### config.mk
export PLATFORM = sky130hd
export DESIGN_NAME = cordic_deformat_clocked
export DESIGN_NICKNAME = d
export VERILOG_FILES = /design/src/rtl/cordic_deformat_clocked.sv
export SDC_FILE = /design/constraint.sdc
export NUM_CORES = 1
export LEC_CHECK = 0
export BUFFER_PORTS_ARGS = -buffer_cell sky130_fd_sc_hd__clkbuf_2
export CAP_MARGIN = 20
export CORE_ASPECT_RATIO = 0.8
export CORE_MARGIN = 4
export CORE_UTILIZATION = 47
export DETAILED_ROUTE_END_ITERATION = 10
export SLEW_MARGIN = 40
export SYNTH_ARGS = -nofsm -noshare
export SYNTH_HDL_FRONTEND = slang
export SYNTH_SLANG_ARGS = --single-unit
### constraint.sdc
create_clock -name clk -period 6.14 [get_ports clk]
set_input_delay 1.228 -clock clk [delete_from_list [all_inputs] [get_ports clk]]
set_output_delay 1.228 -clock clk [all_outputs]
set_load 0.05 [all_outputs]
### src/rtl/cordic_deformat_clocked.sv
// Output-side CORDIC deformatter: removes the CORDIC gain, restores quadrant signs,
// and presents pdQp samples through a 3-stage elastic valid/ready pipeline.
module cordic_deformat_clocked #(
  parameter int pd = 4,
  parameter int p  = 9
) (
  input  logic                clk,
  input  logic                rst_n,
  input  logic                in_valid,
  output logic                in_ready,
  input  logic [pd+p-1:0]     cos_in,
  input  logic [pd+p-1:0]     sin_in,
  input  logic                flip_cos,
  input  logic                flip_sin,
  output logic                out_valid,
  input  logic                out_ready,
  output logic [pd+p-1:0]     cos_out,
  output logic [pd+p-1:0]     sin_out
);

  localparam int W  = pd + p;
  localparam int W2 = 2 * W;

  // 1/K held as 8Q22, rounded to nearest at bit 22-p to get the pdQp multiplier
  localparam logic [29:0] KINV_Q22 = 30'd2547003;
  localparam logic [29:0] KINV_RND = (KINV_Q22 + (30'd1 << (21 - p))) >> (22 - p);
  localparam logic signed [W2-1:0] KINV_P = W2'(KINV_RND);

  localparam int MAX_I = (2 ** (W - 1)) - 1;
  localparam logic signed [W2-1:0] SAT_MAX = W2'(MAX_I);
  localparam logic signed [W2-1:0] SAT_MIN = W2'(-MAX_I - 1);
  localparam logic signed [W2-1:0] HALF    = W2'(2 ** (p - 1));

  localparam logic [W-1:0] MAX_W = {1'b0, {(W-1){1'b1}}};
  localparam logic [W-1:0] MIN_W = {1'b1, {(W-1){1'b0}}};

  function automatic logic [W-1:0] scale(input logic [W-1:0] v);
    logic signed [W2-1:0] ext;
    logic signed [W2-1:0] acc;
    ext = $signed({{W{v[W-1]}}, v});
    acc = (ext * KINV_P) + HALF;
    acc = acc >>> p;
    if (acc > SAT_MAX) begin
      return MAX_W;
    end else if (acc < SAT_MIN) begin
      return MIN_W;
    end
    return acc[W-1:0];
  endfunction

  function automatic logic [W-1:0] negate_sat(input logic [W-1:0] v);
    if (v == MIN_W) begin
      return MAX_W;
    end
    return -v;
  endfunction

  logic         s1_valid, s2_valid, s3_valid;
  logic         s1_ready, s2_ready, s3_ready;
  logic [W-1:0] s1_cos, s1_sin;
  logic         s1_fc, s1_fs;
  logic [W-1:0] s2_cos, s2_sin;
  logic         s2_fc, s2_fs;
  logic [W-1:0] s3_cos, s3_sin;
  logic [W-1:0] s2_cos_next, s2_sin_next;
  logic [W-1:0] s3_cos_next, s3_sin_next;

  // A stage can take new data when it is empty or its contents move on this cycle
  always_comb begin
    s3_ready = !s3_valid || out_ready;
    s2_ready = !s2_valid || s3_ready;
    s1_ready = !s1_valid || s2_ready;
  end

  always_comb begin
    s2_cos_next = scale(s1_cos);
    s2_sin_next = scale(s1_sin);
    s3_cos_next = s2_fc ? negate_sat(s2_cos) : s2_cos;
    s3_sin_next = s2_fs ? negate_sat(s2_sin) : s2_sin;
  end

  always_ff @(posedge clk or negedge rst_n) begin
    if (!rst_n) begin
      s1_valid <= 1'b0;
      s1_cos   <= '0;
      s1_sin   <= '0;
      s1_fc    <= 1'b0;
      s1_fs    <= 1'b0;
    end else if (s1_ready) begin
      s1_valid <= in_valid;
      if (in_valid) begin
        s1_cos <= cos_in;
        s1_sin <= sin_in;
        s1_fc  <= flip_cos;
        s1_fs  <= flip_sin;
      end
    end
  end

  always_ff @(posedge clk or negedge rst_n) begin
    if (!rst_n) begin
      s2_valid <= 1'b0;
      s2_cos   <= '0;
      s2_sin   <= '0;
      s2_fc    <= 1'b0;
      s2_fs    <= 1'b0;
    end else if (s2_ready) begin
      s2_valid <= s1_valid;
      if (s1_valid) begin
        s2_cos <= s2_cos_next;
        s2_sin <= s2_sin_next;
        s2_fc  <= s1_fc;
        s2_fs  <= s1_fs;
      end
    end
  end

  always_ff @(posedge clk or negedge rst_n) begin
    if (!rst_n) begin
      s3_valid <= 1'b0;
      s3_cos   <= '0;
      s3_sin   <= '0;
    end else if (s3_ready) begin
      s3_valid <= s2_valid;
      if (s2_valid) begin
        s3_cos <= s3_cos_next;
        s3_sin <= s3_sin_next;
      end
    end
  end

  assign in_ready  = s1_ready;
  assign out_valid = s3_valid;
  assign cos_out   = s3_cos;
  assign sin_out   = s3_sin;

endmodule

==> flow_summary.toml <==
[outcome]
outcome = "finished clean"

[global_routing]
grt_use_total_pct = 17.8
grt_overflow = 0
grt_pass1_vias = 6183
antenna_found_initial = 0
grt_pass1_wl_um = 31300
grt_start_max_net_pins = 69

[setup_path]
r2r_start = "s1_cos[9]$_DFFE_PN0P_"
rr_endpoint = "s2_cos[1]$_DFFE_PN0P_"
crit_path_max_fanout = 11
reg2reg_depth = 16
required_ns = 6.35
critical_path_class = "reg -> reg"
crit_path_start_kind = "flip-flop"
rrSetupSlack_ns = 0.92
worstPathArrival_ns = 5.43
cp-end-kind = "flip-flop"

[detailed_routing]
drcViolationCount = 0
drtPass1Iterations = 6
wl_um = 17900
drtIter0Drc = 433
viasPerCell = 4.95
detail-route-antenna-nets = 0
vias = 6158
post_drt_wl_per_cell_um = 14.4

[synthesis]
synthMuxAreaShare_pct = 4.19
yosys.area_share.adder_pct = 40.1
synth_area_leaders = "dfrtp_1 24%, fa_1 20%, ha_1 20%, inv_1 8.5%, mux2_2 3.7%"
syn_nets = 1189
yosysTopAreaCellShare_pct = 23.6
synth_simple_gate_area_share_pct = 8.45
ys_seq_area_share_pct = 23.6
syn-mean-instance-area_um2 = 9.78
synth_cells = 923
yosys_warnings = 0
synth_area_um2 = 9030
ys_ff_latch = 85
synth_top_family_by_area = "adder cells"
synth_edf_count = 0
synth_top_area_cell = "dfrtp_1"
ys.flop_type = "dfrtp_1"
synth_compound_area_share_pct = 11.0
synth_cell_types = 59
synth_xor_area_share_pct = 3.30
async_reset_ff_share_pct = 100

[min_path]
hp-class = "reg -> reg"
holdPathEnd = "s2_fs$_DFFE_PN0P_"
hold_start = "s1_fs$_DFFE_PN0P_"
worstHoldPathCells = 2

[floorplanning]
fp-row-count = 45
initial_core_util_pct = 47.7
fp.dieArea_um2 = 21500
dieHeight_um = 132
fp.coreArea_um2 = 18900
die_x_um = 163
io-pin-count = 60

[cts]
cts_tree = "built"
post_cts_buffers = 0
clock_sinks = 85
insertion_delay_ns = 0.36
cts_resized = 0
hold_buffers = 0
cts_buffers = 9
htreeDepth = 3
clockBufferDepth = 2
path_clk_slew_ns = 0.07
ctsRootBufferMaster = "clkbuf_16"

[placed_design]
portBuffers = 59
place_hpwl_um = 14900
place_congestion = 0.856
dp_slack_ns = 0.942

[sta]
fin_skew_ns = 0.00823
finalCriticalPeriod_ns = 5.22
setup_tns_ns = 0
rsz0062_at_grt = "no"
post-route-period-util_pct = 85.0
hold_viol_final = 0
worstMarginPinSlew_ns = 0.634
max-slew-margin-rel_pct = 57.7
final-setup-viol-count = 0
max_freq_mhz = 192
slew_violations = 0
setup_slack_ns = 0.923

[cells_and_area]
multi_input_area_um2 = 6060
nFillCells = 1794
syn_to_final_growth_pct = 10.4
final_layout_size_suffix_gt1_share_pct = 12.7
nNetsFinal = 1246
regArea_um2 = 2130
num_antenna_cells = 0

[flow_run]
cap_violations = 0
==> synth_stat cells, types with 3 or more instances <==
cell type and instances:
a211oi_1 5, o21ai_0 24, a21o_1 11, buf_2 3, nor2_1 51, and2_1 5, xnor2_1 17, nor3_1 13
dfrtp_1 85, mux2i_1 4, a311o_1 3, or2_2 4, and3_1 3, nand2b_1 7, nand4_1 4, mux2_2 30
o22a_1 8, nand3_1 6, nor2b_1 4, o21a_1 5, inv_1 205, ha_1 142, xor2_1 17, fa_1 92
a21oi_1 54, or3_1 10, o31ai_1 5, nand2_1 45, clkbuf_1 13, a22oi_1 3, a31oi_1 4
==> cells in the final DEF, fill, tap and decap left out, types with 6 or more instances in the layout <==
cell	count
a21o_1	11
a21oi_1	54
buf_4	6
clkbuf_16	9
clkbuf_2	58
dfrtp_1	85
fa_1	92
ha_1	142
inv_1	205
mux2_2	30
nand2_1	45
nand2b_1	7
nand3_1	6
nor2_1	51
nor3_1	13
o21ai_0	24
o22a_1	8
or3_1	10
xnor2_1	17
xor2_1	17
==> worst max-delay path by stage <==
stage                                      start                    end  slack [ns]  cells after the start
final                      s1_cos[9]$_DFFE_PN0P_  s2_cos[1]$_DFFE_PN0P_        0.92                     16
after global placement    s1_sin[11]$_DFFE_PN0P_  s2_sin[9]$_DFFE_PN0P_        0.99                     17
after global routing       s1_cos[4]$_DFFE_PN0P_  s2_cos[4]$_DFFE_PN0P_        0.62                     17
after detailed placement   s1_cos[9]$_DFFE_PN0P_  s2_cos[0]$_DFFE_PN0P_        0.94                     16
after CTS                  s1_cos[9]$_DFFE_PN0P_  s2_cos[4]$_DFFE_PN0P_        0.89                     15
after floorplan            s1_cos[4]$_DFFE_PN0P_  s2_cos[1]$_DFFE_PN0P_        1.22                     18
==> critical path, stage by stage (launching register included) <==
cell	delay, ns
dfrtp_1	0.48
ha_1	0.38
fa_1	0.56
fa_1	0.45
fa_1	0.57
inv_1	0.06
fa_1	0.52
inv_1	0.04
ha_1	0.38
a21o_1	0.23
a311o_1	0.32
o211a_1	0.27
o21ai_2	0.25
a21oi_2	0.13
a31oi_1	0.16
buf_4	0.20
a22oi_1	0.08
==> layer usage <==
layer	share of wire, %	global-route usage (%)
met5	0	0
met4	1.2	3.82
met3	4.5	3.81
met2	38	24.3
met1	56	28.9
==> kinds of logic after synthesis <==
group | Yosys count
XOR/XNOR | 34
multiplexers | 34
AND/OR/NAND/NOR | 161
buffers and inverters | 224
AO/OA/AOI/OAI | 151
flip-flops | 85
adder cells (fa/ha/maj) | 234
==> state kept, by name, summed over array words and instances (netlist names) <==
name,cells
cos_out,13
out_valid,1
s1_cos,13
s1_fc,1
s1_fs,1
s1_sin,13
s1_valid,1
s2_cos,13
s2_fc,1
s2_fs,1
s2_sin,13
s2_valid,1
sin_out,13
==> through the flow <==
step | std cells | hold slack (ns) | utilization, % | cell area (um2)
4_1_cts | 1243 | 0.468 | 52.7 | 9960
2_1_floorplan | 923 | 0.433 | - | 9030
6_report | 1243 | 0.469 | 52.7 | 9960
3_5_place_dp | 1227 | 0.448 | 50.9 | 9630
5_1_grt | 1243 | 0.502 | 52.7 | 9960
3_3_place_gp | 1227 | 0.442 | 50.8 | 9610
==> layout make-up <==
type | count | share of cell area [%]
Multi-Input combinational cell | 614 | 60.8
Clock buffer | 9 | 2.26
Timing Repair Buffer | 65 | 3.48
Sequential cell | 85 | 21.3
Clock inverter | 7 | 1.11
Inverter | 205 | 7.72
Tap cell | 258 | 3.24
Power is left out: the tool's default activity adds up to more than one toggle a clock period on the data nets, which glitch-free logic cannot reach.
